<file path="src/rtl/faims_drive_pkg.sv">
// Shared types and default widths for the FAIMS HV/coil driver.
package faims_pkg;

  localparam int FAIMS_CW  = 16;
  localparam int FAIMS_SKW = 8;
  localparam int FAIMS_DW  = 8;

  typedef enum logic [1:0] {
    IDLE   = 2'd0,
    ACTIVE = 2'd1,
    GUARD  = 2'd2
  } coil_state_t;

  typedef struct packed {
    logic [FAIMS_CW-1:0]  period;
    logic [FAIMS_CW-1:0]  pulse;
    logic [FAIMS_DW-1:0]  dead;
    logic [FAIMS_SKW-1:0] skip;
    logic [FAIMS_CW-1:0]  work;
  } faims_par_t;

endpackage

</file>
<file path="src/rtl/faims_drive_if.sv">
// Parameter-load bus between the register interface (master) and faims_drive (slave).
interface faims_drive_if #(
  parameter int CW  = faims_pkg::FAIMS_CW,
  parameter int SKW = faims_pkg::FAIMS_SKW,
  parameter int DW  = faims_pkg::FAIMS_DW
) ();

  logic           i_load;
  logic [CW-1:0]  i_parPeriod;
  logic [CW-1:0]  i_parPulseLen;
  logic [DW-1:0]  i_parDead;
  logic [SKW-1:0] i_parSkip;
  logic [CW-1:0]  i_parWork;
  logic           o_paramErr;

  modport master (
    output i_load, i_parPeriod, i_parPulseLen, i_parDead, i_parSkip, i_parWork,
    input  o_paramErr
  );

  modport slave (
    input  i_load, i_parPeriod, i_parPulseLen, i_parDead, i_parSkip, i_parWork,
    output o_paramErr
  );

endinterface

</file>
<file path="src/rtl/faims_drive_coil_ctl.sv">
// Coil H-bridge FSM: skip/work/guard counters and alternating polarity, all outputs registered.
module faims_coil_ctl
  import faims_pkg::*;
#(
  parameter int CW  = FAIMS_CW,
  parameter int SKW = FAIMS_SKW,
  parameter int DW  = FAIMS_DW
) (
  input  logic           CLK,
  input  logic           i_reset_n,
  input  logic           i_run,
  input  logic           i_periodStart,
  input  logic [CW-1:0]  i_work,
  input  logic [DW-1:0]  i_dead,
  input  logic [SKW-1:0] i_skip,
  output logic           o_coilAU,
  output logic           o_coilAD,
  output logic           o_coilBU,
  output logic           o_coilBD,
  output logic           o_coilOverrun
);

  localparam logic [CW-1:0]  CW_ONE = {{(CW-1){1'b0}}, 1'b1};
  localparam logic [SKW-1:0] SK_ONE = {{(SKW-1){1'b0}}, 1'b1};
  localparam logic [DW-1:0]  DW_ONE = {{(DW-1){1'b0}}, 1'b1};

  coil_state_t    state_q;
  logic           pol_a_q;
  logic [SKW-1:0] skip_q;
  logic [CW-1:0]  work_q;
  logic [DW-1:0]  guard_q;
  logic           au_q, ad_q, bu_q, bd_q, ovr_q;

  // Coil FSM; gate outputs are driven from the state being entered so they line up with the phase outputs
  always_ff @(posedge CLK or negedge i_reset_n) begin
    if (!i_reset_n) begin
      state_q <= IDLE;
      pol_a_q <= 1'b0;
      skip_q  <= '0;
      work_q  <= '0;
      guard_q <= '0;
      au_q    <= 1'b0;
      ad_q    <= 1'b0;
      bu_q    <= 1'b0;
      bd_q    <= 1'b0;
      ovr_q   <= 1'b0;
    end else if (!i_run) begin
      state_q <= IDLE;
      skip_q  <= i_skip;
      au_q    <= 1'b0;
      ad_q    <= 1'b0;
      bu_q    <= 1'b0;
      bd_q    <= 1'b0;
      ovr_q   <= 1'b0;
    end else begin
      au_q  <= 1'b0;
      ad_q  <= 1'b0;
      bu_q  <= 1'b0;
      bd_q  <= 1'b0;
      ovr_q <= 1'b0;
      case (state_q)
        IDLE: begin
          if (i_periodStart) begin
            if (skip_q == '0) begin
              skip_q <= i_skip;
              if (i_work != '0) begin
                pol_a_q <= ~pol_a_q;
                work_q  <= i_work - CW_ONE;
                state_q <= ACTIVE;
                au_q    <= ~pol_a_q;
                bd_q    <= ~pol_a_q;
                ad_q    <= pol_a_q;
                bu_q    <= pol_a_q;
              end
            end else begin
              skip_q <= skip_q - SK_ONE;
            end
          end
        end
        ACTIVE: begin
          if (work_q == '0) begin
            guard_q <= i_dead;
            state_q <= GUARD;
          end else begin
            work_q <= work_q - CW_ONE;
            au_q   <= pol_a_q;
            bd_q   <= pol_a_q;
            ad_q   <= ~pol_a_q;
            bu_q   <= ~pol_a_q;
          end
        end
        GUARD: begin
          if ((guard_q == '0) || (guard_q == DW_ONE)) begin
            state_q <= IDLE;
          end else begin
            guard_q <= guard_q - DW_ONE;
          end
        end
        default: state_q <= IDLE;
      endcase
      // A slot that lands while busy is reported and consumed; the running on-time is left alone
      if (i_periodStart && (state_q != IDLE)) begin
        if (skip_q == '0) begin
          skip_q <= i_skip;
          ovr_q  <= (i_work != '0);
        end else begin
          skip_q <= skip_q - SK_ONE;
        end
      end
    end
  end

  assign o_coilAU      = au_q;
  assign o_coilAD      = ad_q;
  assign o_coilBU      = bu_q;
  assign o_coilBD      = bd_q;
  assign o_coilOverrun = ovr_q;

endmodule

</file>
<file path="src/rtl/faims_drive.sv">
// FAIMS HV switch pair and coil driver with double-buffered parameters.
// FAIMS_DRIVE_PARCHECK_EN enables load validation and the o_paramErr strobe.
module faims_drive
  import faims_pkg::*;
#(
  parameter int CW  = FAIMS_CW,
  parameter int SKW = FAIMS_SKW,
  parameter int DW  = FAIMS_DW
) (
  input  logic         CLK,
  input  logic         i_reset_n,
  input  logic         i_enable,
  faims_drive_if.slave par_if,
  output logic         o_faimsUp,
  output logic         o_faimsDown,
  output logic         o_coilAU,
  output logic         o_coilAD,
  output logic         o_coilBU,
  output logic         o_coilBD,
  output logic         o_periodStart,
  output logic         o_coilOverrun
);

  localparam logic [CW-1:0] CW_ONE = {{(CW-1){1'b0}}, 1'b1};

  logic [CW-1:0]  ph_q, ph_d;
  logic [CW-1:0]  act_period_q, act_pulse_q, act_work_q;
  logic [DW-1:0]  act_dead_q;
  logic [SKW-1:0] act_skip_q;
  logic [CW-1:0]  pend_period_q, pend_pulse_q, pend_work_q;
  logic [DW-1:0]  pend_dead_q;
  logic [SKW-1:0] pend_skip_q;
  logic           act_valid_q, pend_valid_q;
  logic           up_q, dn_q, ps_q;

  logic           run_s, ps_s, last_s, copy_s, load_ok_s, up_s, dn_s;
  logic [CW:0]    ph_x, per_x, pl_x, dead_x;

  assign run_s  = i_enable & act_valid_q;
  assign ps_s   = run_s & (ph_q == '0);
  assign last_s = run_s & (ph_q == (act_period_q - CW_ONE));
  // New parameters take effect on the wrap so a whole period, phase 0 included, uses one set
  assign copy_s = pend_valid_q & (~run_s | last_s);

  assign ph_x   = {1'b0, ph_q};
  assign per_x  = {1'b0, act_period_q};
  assign pl_x   = {1'b0, act_pulse_q};
  assign dead_x = {{(CW+1-DW){1'b0}}, act_dead_q};

  assign up_s = run_s & (ph_x >= dead_x) & (ph_x < pl_x);
  assign dn_s = run_s & (ph_x >= (pl_x + dead_x)) & (ph_x < per_x) & ~up_s;

`ifdef FAIMS_DRIVE_PARCHECK_EN
  logic        err_q;
  logic [CW:0] in_per_x, in_pl_x, in_dead_x;

  assign in_per_x  = {1'b0, par_if.i_parPeriod};
  assign in_pl_x   = {1'b0, par_if.i_parPulseLen};
  assign in_dead_x = {{(CW+1-DW){1'b0}}, par_if.i_parDead};
  assign load_ok_s = (par_if.i_parPeriod > CW_ONE) & (in_dead_x < in_pl_x) &
                     ((in_pl_x + in_dead_x) < in_per_x);

  // One-cycle strobe for a rejected load
  always_ff @(posedge CLK or negedge i_reset_n) begin
    if (!i_reset_n) begin
      err_q <= 1'b0;
    end else begin
      err_q <= par_if.i_load & ~load_ok_s;
    end
  end

  assign par_if.o_paramErr = err_q;
`else
  assign load_ok_s         = 1'b1;
  assign par_if.o_paramErr = 1'b0;
`endif

  // Phase counter next state
  always_comb begin
    ph_d = '0;
    if (!run_s) begin
      ph_d = '0;
    end else if (last_s) begin
      ph_d = '0;
    end else begin
      ph_d = ph_q + CW_ONE;
    end
  end

  // Phase, parameter double buffer and registered HV drives
  always_ff @(posedge CLK or negedge i_reset_n) begin
    if (!i_reset_n) begin
      ph_q          <= '0;
      act_period_q  <= '0;
      act_pulse_q   <= '0;
      act_dead_q    <= '0;
      act_skip_q    <= '0;
      act_work_q    <= '0;
      pend_period_q <= '0;
      pend_pulse_q  <= '0;
      pend_dead_q   <= '0;
      pend_skip_q   <= '0;
      pend_work_q   <= '0;
      act_valid_q   <= 1'b0;
      pend_valid_q  <= 1'b0;
      up_q          <= 1'b0;
      dn_q          <= 1'b0;
      ps_q          <= 1'b0;
    end else begin
      ph_q <= ph_d;
      up_q <= up_s;
      dn_q <= dn_s;
      ps_q <= ps_s;
      if (copy_s) begin
        act_period_q <= pend_period_q;
        act_pulse_q  <= pend_pulse_q;
        act_dead_q   <= pend_dead_q;
        act_skip_q   <= pend_skip_q;
        act_work_q   <= pend_work_q;
        act_valid_q  <= 1'b1;
      end
      if (par_if.i_load && load_ok_s) begin
        pend_period_q <= par_if.i_parPeriod;
        pend_pulse_q  <= par_if.i_parPulseLen;
        pend_dead_q   <= par_if.i_parDead;
        pend_skip_q   <= par_if.i_parSkip;
        pend_work_q   <= par_if.i_parWork;
        pend_valid_q  <= 1'b1;
      end else if (copy_s) begin
        pend_valid_q <= 1'b0;
      end
    end
  end

  faims_coil_ctl #(
    .CW  (CW),
    .SKW (SKW),
    .DW  (DW)
  ) u_coil (
    .CLK           (CLK),
    .i_reset_n     (i_reset_n),
    .i_run         (run_s),
    .i_periodStart (ps_s),
    .i_work        (act_work_q),
    .i_dead        (act_dead_q),
    .i_skip        (act_skip_q),
    .o_coilAU      (o_coilAU),
    .o_coilAD      (o_coilAD),
    .o_coilBU      (o_coilBU),
    .o_coilBD      (o_coilBD),
    .o_coilOverrun (o_coilOverrun)
  );

  assign o_faimsUp     = up_q;
  assign o_faimsDown   = dn_q;
  assign o_periodStart = ps_q;

endmodule

</file>
<file path="src/flat_wrapper.sv">
// flat-port wrapper written by rule: the top's interface ports become plain ports
module faims_drive_flat import faims_pkg::*;
#(
  parameter int CW  = FAIMS_CW,
  parameter int SKW = FAIMS_SKW,
  parameter int DW  = FAIMS_DW
)
  (CLK, i_reset_n, i_enable, o_faimsUp, o_faimsDown, o_coilAU, o_coilAD, o_coilBU, o_coilBD, o_periodStart, o_coilOverrun, par_if_i_load, par_if_i_parPeriod, par_if_i_parPulseLen, par_if_i_parDead, par_if_i_parSkip, par_if_i_parWork, par_if_o_paramErr);
  faims_drive_if #(.CW(CW), .SKW(SKW), .DW(DW)) par_if_i ();
  input  logic CLK;
  input  logic i_reset_n;
  input  logic i_enable;
  output logic o_faimsUp;
  output logic o_faimsDown;
  output logic o_coilAU;
  output logic o_coilAD;
  output logic o_coilBU;
  output logic o_coilBD;
  output logic o_periodStart;
  output logic o_coilOverrun;
  input wire logic [$bits(par_if_i.i_load)-1:0] par_if_i_load;
  input wire logic [$bits(par_if_i.i_parPeriod)-1:0] par_if_i_parPeriod;
  input wire logic [$bits(par_if_i.i_parPulseLen)-1:0] par_if_i_parPulseLen;
  input wire logic [$bits(par_if_i.i_parDead)-1:0] par_if_i_parDead;
  input wire logic [$bits(par_if_i.i_parSkip)-1:0] par_if_i_parSkip;
  input wire logic [$bits(par_if_i.i_parWork)-1:0] par_if_i_parWork;
  output wire logic [$bits(par_if_i.o_paramErr)-1:0] par_if_o_paramErr;
  assign par_if_i.i_load = par_if_i_load;
  assign par_if_i.i_parPeriod = par_if_i_parPeriod;
  assign par_if_i.i_parPulseLen = par_if_i_parPulseLen;
  assign par_if_i.i_parDead = par_if_i_parDead;
  assign par_if_i.i_parSkip = par_if_i_parSkip;
  assign par_if_i.i_parWork = par_if_i_parWork;
  assign par_if_o_paramErr = par_if_i.o_paramErr;
  faims_drive #(.CW(CW), .SKW(SKW), .DW(DW)) u_core (.CLK(CLK), .i_reset_n(i_reset_n), .i_enable(i_enable), .par_if(par_if_i), .o_faimsUp(o_faimsUp), .o_faimsDown(o_faimsDown), .o_coilAU(o_coilAU), .o_coilAD(o_coilAD), .o_coilBU(o_coilBU), .o_coilBD(o_coilBD), .o_periodStart(o_periodStart), .o_coilOverrun(o_coilOverrun));
endmodule
</file>
<file path="config.mk">
export PLATFORM = sky130hd
export DESIGN_NAME = faims_drive_flat
export DESIGN_NICKNAME = d
export VERILOG_FILES = /design/src/rtl/faims_drive_pkg.sv /design/src/rtl/faims_drive_if.sv /design/src/rtl/faims_drive_coil_ctl.sv /design/src/rtl/faims_drive.sv /design/src/flat_wrapper.sv
export SDC_FILE = /design/constraint.sdc
export NUM_CORES = 1
export LEC_CHECK = 0
export CORE_UTILIZATION = 54
export CTS_BUF_LIST = sky130_fd_sc_hd__clkbuf_16
export DETAILED_ROUTE_END_ITERATION = 16
export PLACE_DENSITY = 0.74
export SETUP_SLACK_MARGIN = 0.02
export SYNTH_ARGS = -nofsm -noshare
export SYNTH_HDL_FRONTEND = slang
export SYNTH_SLANG_ARGS = --single-unit
</file>
<file path="constraint.sdc">
create_clock -name CLK -period 4.4 [get_ports CLK]
set_input_delay 1.1 -clock CLK [delete_from_list [all_inputs] [get_ports CLK]]
set_output_delay 1.1 -clock CLK [all_outputs]
set_load 0.03 [all_outputs]
</file>
---- Word-level counts from Yosys, hierarchy flattened ----
Index checks and enable logic that the tools add are counted.
cells by class
  add/subtract/negate cells ............... 7
  $lt $le $gt $ge ......................... 4
  equality and inequality tests ........... 17
  mux-type cells .......................... 39
  bitwise operators ....................... 13
  reduce and logical (&&, ||, !) cells .... 17
operators with widths
  kind                                                                    count
  16-bit two-way mux                                                      6
  8-bit two-way mux                                                       7
  16-bit by 1-bit subtractor with 16-bit output (second input constant)   3
  16-bit logical NOT                                                      2
  16-bit < comparator                                                     2
  16-bit one-hot mux with 2 select lines                                  1
  3-bit != test (second input constant)                                   7
  16-bit by 8-bit adder with 17-bit output                                1
  16-bit by 17-bit greater-or-equal comparator with 1-bit output          1
  16-bit by 1-bit adder with 16-bit output (second input constant)        1
  16-bit equality test                                                    1
  16-bit by 8-bit greater-or-equal comparator with 1-bit output           1
  8-bit logical NOT                                                       2
  8-bit one-hot mux with 2 select lines                                   1
  16-bit nonzero test                                                     1
  8-bit by 1-bit subtractor with 8-bit output (second input constant)     2
  1-bit two-way mux                                                       15
  2-bit two-way mux                                                       6
  2-bit != test (second input constant)                                   5
  5-bit AND reduction                                                     2
  1-bit bitwise AND                                                       9
  8-bit by 1-bit equality test with 1-bit output (second input constant)  1
  2-bit nonzero test                                                      4
  2-bit one-hot mux with 3 select lines                                   1
  12 further kinds                                                        15
storage, ports and cells
  bits in registers ....................... 187
  input port bits ......................... 68
  output and inout bits ................... 9
  logic and storage cells ................. 121

---- Longest topological paths before layout ----
Gate-level depths: netlist of the first run.
  depth in word-level cells ............... 7
  depth in mapped cells ................... 18
  mapped depth without buffers ............ 18

---- Cells and area by module ----
Synthesis of the first run repeated with hierarchy kept, for this count alone.
unflattened totals
  cells, all modules ...................... 1168
  area total of the unflattened synthesis .. 12136.6 um2
modules (own cells, without submodules)
  module          times used  cells each  area each (um2)  seq. area each (um2)
  faims_drive     1           820         9374.0           3728.6
  faims_coil_ctl  1           348         2762.6           950.9

---- Least setup slack after synthesis of the first run ----
OpenSTA, ideal clock, no wires.
  kind .................................... flip-flop to flip-flop
  start point ............................. register u_core.act_period_q[1]
  end point ............................... register u_core.act_dead_q[3]
  setup time .............................. 0.128 ns
  data arrival time ....................... 3.410 ns
  required time ........................... 4.272 ns
  slack ................................... 0.863 ns
  stages on the path, launching flop included .. 12
  buffers on the path ..................... 1
  clock period less this slack ............ 3.537 ns
  cell sequence ........................... dfrtp_1 > inv_1 > ha_1 > or4b_1 > nor4_1 > xnor2_1 > or4_1 > a311o_1 > o41ai_4 > nand2_2 > buf_2 > mux2_1
between the ends
  cells in the longest elaborated chain, start to end .. 5
ends and longest elaborated chain
  what                                           line                text
  start, declared                                faims_drive.sv:27   logic [CW-1:0] act_period_q, act_pulse_q, act_work_q;
  start signal, assigned                         faims_drive.sv:115  act_period_q <= pend_period_q;
  16-bit by 1-bit subtractor with 16-bit output  faims_drive.sv:41   assign last_s = run_s & (ph_q == (act_period_q - CW_ONE));
  16-bit equality test                           faims_drive.sv:41
  1-bit bitwise AND                              faims_drive.sv:41
  1-bit OR                                       faims_drive.sv:43   assign copy_s = pend_valid_q & (~run_s | last_s);
  1-bit bitwise AND                              faims_drive.sv:43
  end signal, assigned                           faims_drive.sv:117  act_dead_q <= pend_dead_q;
  end, declared                                  faims_drive.sv:28   logic [DW-1:0] act_dead_q;
No other way between the ends.
A chain may end at the register's enable or synchronous reset.

---- Worst setup path in the final report of the first run ----
  start point ............................. register u_core.act_period_q[1]
  end point ............................... register u_core.act_period_q[15]
between the ends
  cells in the longest elaborated chain, start to end .. 5
ends and longest elaborated chain
  what                                           line
  16-bit by 1-bit subtractor with 16-bit output  faims_drive.sv:41
  16-bit equality test                           faims_drive.sv:41
  1-bit bitwise AND                              faims_drive.sv:41
  1-bit OR                                       faims_drive.sv:43
  1-bit bitwise AND                              faims_drive.sv:43
No other way between the ends.

==> results.ini, run 1 <==
[synth]
synth_area_um2 = 10400
synth-async-reset-ratio_pct = 100
syn_nets = 1129
seq_area_frac_synth_pct = 45.0
ys_ff_latch = 187
avgSynthCellArea_um2 = 10.5
synth_edf_count = 0
synthCells = 988
yosysWarnings = 0
synth_ff_type = dfrtp_1
synth.distinct_cells = 61

[floorplan]
start_util_pct = 55.4
num_rows = 50
die_area_um2 = 19800
core_area_um2 = 18800
die_h_um = 141
die_x_um = 141
ios = 77

[setup_path]
reg2reg_to = u_core.act_period_q[15]$_DFFE_PN0P_
cp-end-kind = flop
cp.depth = 11
r2r_cells = 11
cp_slowest_cell = or4b_1
r2r_start = u_core.act_period_q[1]$_DFFE_PN0P_
start_kind = flop
critical-path-top-delay-family = simple AND/OR/NAND/NOR gates
cp_max_fo = 46
max_stage_delay_ps = 520
worstPathArrival_ps = 4090
path_cells = inv_1 > ha_1 > or4b_1 > nor4_1 > xnor2_1 > or4_1 > a311o_1 > o41ai_4 > nand2_2 > buf_4 > mux2_1
regToRegSetupSlack_ps = 620
cp_num_buf_inv = 2
critPathKind = flop to flop
required_ps = 4710

[finish]
area.growth.synth_to_final_pct = 15.7
nets = 1200
n_antenna_cell = 0
final_common_cell = dfrtp_1
fin_area_um2 = 12000
layout_common_cells = dfrtp_1 (187), mux2_2 (119), clkdlybuf4s50_1 (73)
final_core_util_pct = 64.1
drive_above_1_share_pct = 16.2

[cts]
cts_tree = built
postCtsSetupBuffers = 0
clock_path_buffers = 2
clk_pin_slew_ps = 70
root_buffer = clkbuf_16
cts.sinks = 187
ctsHoldBuffers = 0
post_cts_resize_count = 0
clk_latency_ps = 440
cts_made_buffers = 17
htree_levels = 4

[power]
power_mw = 5.31
irDropWorstVdd_mv = 0.283
intPower_mw = 3.58
power_frac_clock_pct = 31.0
netSwitchingFraction_pct = 32.5
pwr-share-seq_pct = 44.9
netSwitchingPower_mw = 1.73
leakagePower_nw = 5.43
power.density_nw_per_um2 = 441
p_comb_share_pct = 24.2

[global_routing]
grt_max_degree = 87
overflow = 0
grt_pass1_vias = 7420
grt_pass1_wl_mm = 37.1
grt_antenna_before_repair = 0
grt_usage_pct = 23.5

[timing]
whs_ps = 486
fin_crit_sh_pct = 85.8
fmax_mhz = 265
fin_worst_skew_ps = 10.8
relSlewSlack_pct = 34.8
timing_hold_violations_final = 0
fin_tns_setup_ps = 0
rsz0062_at_grt = false
tightest_slew_ps = 975
drv_slew = 0
setup_violations = 0
min_period_ps = 3780

[drt]
wl_per_cell_um = 16.4
vias_per_cell = 5.84
drt_pre_antenna_iters = 5
ant_nets = 0
drcViolationCount = 0
drtIter0Drc = 454
via_count = 7626
drt-total-wl_mm = 21.4

[worst_hold_path]
whs_path_depth = 1
holdPathEnd = u_core.act_period_q[13]$_DFFE_PN0P_
hold_class = flop to flop
min-delay-start = u_core.pend_period_q[13]$_DFFE_PN0P_

[place]
io_buffers = 75
place_hpwl_mm = 15.0
place_area_um2 = 11400
gp_congestion = 0.841

[job]
cap_violations = 0

[outcome]
outcome = finished clean

==> final cells by class <==
cell class / instances / area [um2]
Clock buffer: 17 / 425
Clock inverter: 15 / 204
Fill cell: 1521 / 6740
Inverter: 54 / 203
Multi-Input combinational cell: 709 / 5350
Sequential cell: 187 / 4680
Tap cell: 234 / 293
Timing Repair Buffer: 90 / 875
==> how the worst max path moves through the flow <==
stage / from / to / slack, ps
after floorplan: u_core.act_period_q[1]$_DFFE_PN0P_ / u_core.act_dead_q[3]$_DFFE_PN0P_ / 860
after global placement: u_core.act_period_q[0]$_DFFE_PN0P_ / u_core.act_period_q[15]$_DFFE_PN0P_ / 840
after detailed placement: u_core.act_period_q[1]$_DFFE_PN0P_ / u_core.act_pulse_q[0]$_DFFE_PN0P_ / 700
after CTS: u_core.act_period_q[1]$_DFFE_PN0P_ / u_core.act_period_q[15]$_DFFE_PN0P_ / 670
after global routing: u_core.act_dead_q[0]$_DFFE_PN0P_ / u_core.o_faimsDown$_DFF_PN0_ / 410
final: u_core.act_period_q[1]$_DFFE_PN0P_ / u_core.act_period_q[15]$_DFFE_PN0P_ / 620
==> power groups by stage <==
stage | Combinational [mW] | Clock, mW | Sequential (mW)
floorplan | 0.977 | 0 | 2.28
global placement | 1.22 | 0 | 2.38
detailed placement | 1.27 | 0 | 2.40
CTS | 1.29 | 1.67 | 2.37
global route | 1.46 | 1.75 | 2.43
finish | 1.28 | 1.64 | 2.38
==> cells by family after synthesis <==
logic type	share of synthesized area, %
AO/OA/AOI/OAI	10.3
adder cells (fa/ha/maj)	8.86
other	0.0361
multiplexers	14.5
XOR/XNOR	4.46
AND/OR/NAND/NOR	13.4
buffers and inverters	3.50
flip-flops	45.0
==> synth_stat cells (3+ instances only) <==
| library cell | n | area (um2) |
|---|---|---|
| ha_1 | 72 | 901 |
| nor4_1 | 14 | 87.6 |
| nand2b_1 | 11 | 68.8 |
| o31ai_1 | 3 | 22.5 |
| o211ai_1 | 7 | 52.6 |
| mux2i_1 | 5 | 50.1 |
| nor3_1 | 39 | 195 |
| o21a_1 | 8 | 60.1 |
| a22oi_1 | 3 | 22.5 |
| nor3b_1 | 5 | 37.5 |
| nor2_1 | 62 | 233 |
| a31oi_1 | 6 | 37.5 |
| or3_1 | 3 | 18.8 |
| or4_1 | 8 | 60.1 |
| a21boi_0 | 4 | 30.0 |
| nand2_1 | 71 | 267 |
| xnor2_1 | 23 | 201 |
| mux2_2 | 119 | 1340 |
| a211oi_1 | 7 | 52.6 |
| buf_4 | 3 | 22.5 |
| nand4_1 | 12 | 75.1 |
| xor2_1 | 30 | 263 |
| o21ai_0 | 36 | 180 |
| a21oi_1 | 46 | 230 |
| and3_1 | 9 | 56.3 |
| o22ai_1 | 6 | 37.5 |
| inv_1 | 54 | 203 |
| nand3_1 | 23 | 115 |
| or2_2 | 3 | 18.8 |
| clkbuf_1 | 27 | 101 |
| mux2_1 | 10 | 113 |
| a21o_1 | 17 | 128 |
| o22a_1 | 3 | 26.3 |
| buf_2 | 6 | 30.0 |
| and2_1 | 4 | 25.0 |
| dfrtp_1 | 187 | 4680 |
| nor2b_1 | 11 | 68.8 |
==> metal layers <==
metal  up-vias  track usage, %  share of wire (%)
li1       3673               -                  -
met1      3751            34.7                 50
met2       181            35.9                 45
met3        21            3.57                3.9
met4         0            6.64                1.2
met5         -               0                  0
==> flip-flops by register name (all words and copies together) (netlist names), 16 cells and up <==
| register | cells |
|---|---|
| u_core.act_period_q | 16 |
| u_core.act_pulse_q | 16 |
| u_core.act_work_q | 16 |
| u_core.pend_period_q | 16 |
| u_core.pend_pulse_q | 16 |
| u_core.pend_work_q | 16 |
| u_core.ph_q | 16 |
| u_core.u_coil.work_q | 16 |
==> metrics by stage <==
stage          worst slack (ps)  instances
3_3_place_gp                841       1274
3_5_place_dp                701       1274
2_1_floorplan               863        988
5_1_grt                     410       1306
6_report                    625       1306
4_1_cts                     674       1306
No activity file was read; power rests on OpenSTA's default activity.
==> inputs of run 2 (changes only) <==
--- a/config.mk
+++ b/config.mk
@@ -5,10 +5,10 @@
 export SDC_FILE = /design/constraint.sdc
 export NUM_CORES = 1
 export LEC_CHECK = 0
-export CORE_UTILIZATION = 54
+export CORE_UTILIZATION = 55
 export CTS_BUF_LIST = sky130_fd_sc_hd__clkbuf_16
 export DETAILED_ROUTE_END_ITERATION = 16
-export PLACE_DENSITY = 0.74
+export PLACE_DENSITY = 0.76
 export SETUP_SLACK_MARGIN = 0.02
 export SYNTH_ARGS = -nofsm -noshare
 export SYNTH_HDL_FRONTEND = slang
==> run 2 against run 1 <==
  * Utilization up 1.5 points
  * Final area down 0.45%
  * Worst setup slack worse by 110 ps
  * Clock power down 2%
  * Worst hold slack better by 6.6 ps
  * Wire length up 1.1%
  * Critical path type unchanged
  * Critical endpoint is now u_core.act_dead_q[3]$_DFFE_PN0P_
==> results.ini, run 2 (same netlist as run 1, synthesis figures left out) <==
[finish]
drive_above_1_share_pct = 15.9
final_core_util_pct = 65.6
final_common_cell = dfrtp_1
nets = 1195
layout_common_cells = dfrtp_1 (187), mux2_2 (119), clkdlybuf4s50_1 (73)
n_antenna_cell = 0
area.growth.synth_to_final_pct = 15.2

[cts]
ctsHoldBuffers = 0
cts_tree = built
clk_latency_ps = 440
clk_pin_slew_ps = 70
cts.sinks = 187
postCtsSetupBuffers = 0
clock_path_buffers = 2
cts_made_buffers = 17
root_buffer = clkbuf_16
htree_levels = 4
post_cts_resize_count = 0

[setup_path]
cp_max_fo = 64
cp-end-kind = flop
r2r_start = u_core.act_period_q[0]$_DFFE_PN0P_
startpoint = u_core.act_period_q[0]$_DFFE_PN0P_
worstPathArrival_ps = 4210
required_ps = 4720
start_kind = flop
critPathKind = flop to flop

[place]
io_buffers = 75
place_hpwl_mm = 15.3
post-place-ws_ps = 629
gp_congestion = 0.880

[floorplan]
die_area_um2 = 19500
num_rows = 49
start_util_pct = 56.9
ios = 77
die_h_um = 139
die_x_um = 139
core_area_um2 = 18300

[drt]
wl_per_cell_um = 16.7
ant_nets = 0
drtIter0Drc = 660
drt-total-wl_mm = 21.7
via_count = 7657
drt_pre_antenna_iters = 5
drcViolationCount = 0
vias_per_cell = 5.91

[global_routing]
grt_antenna_before_repair = 0
overflow = 0
grt_max_degree = 100
grt_pass1_wl_mm = 37.3
grt_usage_pct = 23.9
grt_pass1_vias = 7614

[timing]
relSlewSlack_pct = 32.3
fin_crit_sh_pct = 88.3
rsz0062_at_grt = false
drv_slew = 0
setup_slack_ps = 516
fmax_mhz = 257
setup_violations = 0
min_period_ps = 3880
tightest_slew_ps = 1000
fin_tns_setup_ps = 0
fin_worst_skew_ps = 7.53
timing_hold_violations_final = 0

[power]
netSwitchingFraction_pct = 32.2
power_mw = 5.26
power.density_nw_per_um2 = 439
p_comb_share_pct = 24.3
netSwitchingPower_mw = 1.69
pwr-share-seq_pct = 45.2
leakagePower_nw = 5.40
power_frac_clock_pct = 30.5
irDropWorstVdd_mv = 0.302
intPower_mw = 3.57

[worst_hold_path]
hold_class = flop to flop
min-delay-start = u_core.act_skip_q[0]$_DFFE_PN0P_

[outcome]
outcome = finished clean

[job]
cap_violations = 0

run 2: cell types whose count changed in the layout (fill, tap and decap cells not counted):
cell        previous run  this run
clkbuf_8               1         0
buf_12                 1         2
inv_8                  3         1
buf_6                  0         1
clkinv_2               0         3
clkinv_8               1         0
buf_4                 14         8
clkinv_4               2         0
inv_6                  4         6
clkinvlp_4             1         2
clkinv_1               1         0
run 2: final cells by class:
| cell class | count | area [um2] |
|---|---|---|
| clock buffers | 17 | 425 |
| clock inverters | 15 | 184 |
| fillers | 1442 | 6290 |
| inverters | 54 | 203 |
| multi-input cells | 709 | 5350 |
| flip-flops and latches | 187 | 4680 |
| well taps | 229 | 287 |
| repair buffers | 85 | 847 |
run 2: stage by stage:
stage / instance area [um2] / hold WS [ps] / instances
finish: 12000 / 492 / 1296
global route: 12000 / 511 / 1296
CTS: 12000 / 496 / 1296
detailed placement: 11400 / 482 / 1264
global placement: 11400 / 464 / 1264
floorplan: 10400 / 454 / 988
run 2: path summary, 6_finish.rpt:
path	cells past startpoint	slack, ps	end
max in group asynchronous	2	2860	u_core.pend_period_q[5]$_DFFE_PN0P_
min in group asynchronous	1	750	u_core.pend_skip_q[2]$_DFFE_PN0P_
setup / recovery	11	520	u_core.act_dead_q[3]$_DFFE_PN0P_
hold reg to reg	1	490	u_core.act_skip_q[0]$_DFFE_PN0P_
hold / removal	1	490	u_core.act_skip_q[0]$_DFFE_PN0P_
setup reg to reg	11	520	u_core.act_dead_q[3]$_DFFE_PN0P_
run 2: power by group through the flow:
stage | clock network, mW | logic, mW | registers [mW]
after global placement | 0 | 1.21 | 2.38
after detailed placement | 0 | 1.26 | 2.39
after floorplan | 0 | 0.977 | 2.28
final | 1.60 | 1.28 | 2.38
after CTS | 1.63 | 1.28 | 2.37
after global routing | 1.69 | 1.45 | 2.42
run 2: per-layer routing:
metal,track usage [%],wire [um]
met3,4.09,799
met2,37.8,9990
met4,7.37,383
met5,0,0
met1,33.6,10500
run 2: critical path, stage by stage, from the launching register on:
cell,delay (ps)
dfrtp_1,430
inv_1,90
ha_1,280
or4b_1,510
nor4_1,300
xnor2_1,120
or4_1,410
a311o_1,320
o41ai_4,370
nand2_2,90
buf_4,390
mux2_1,440
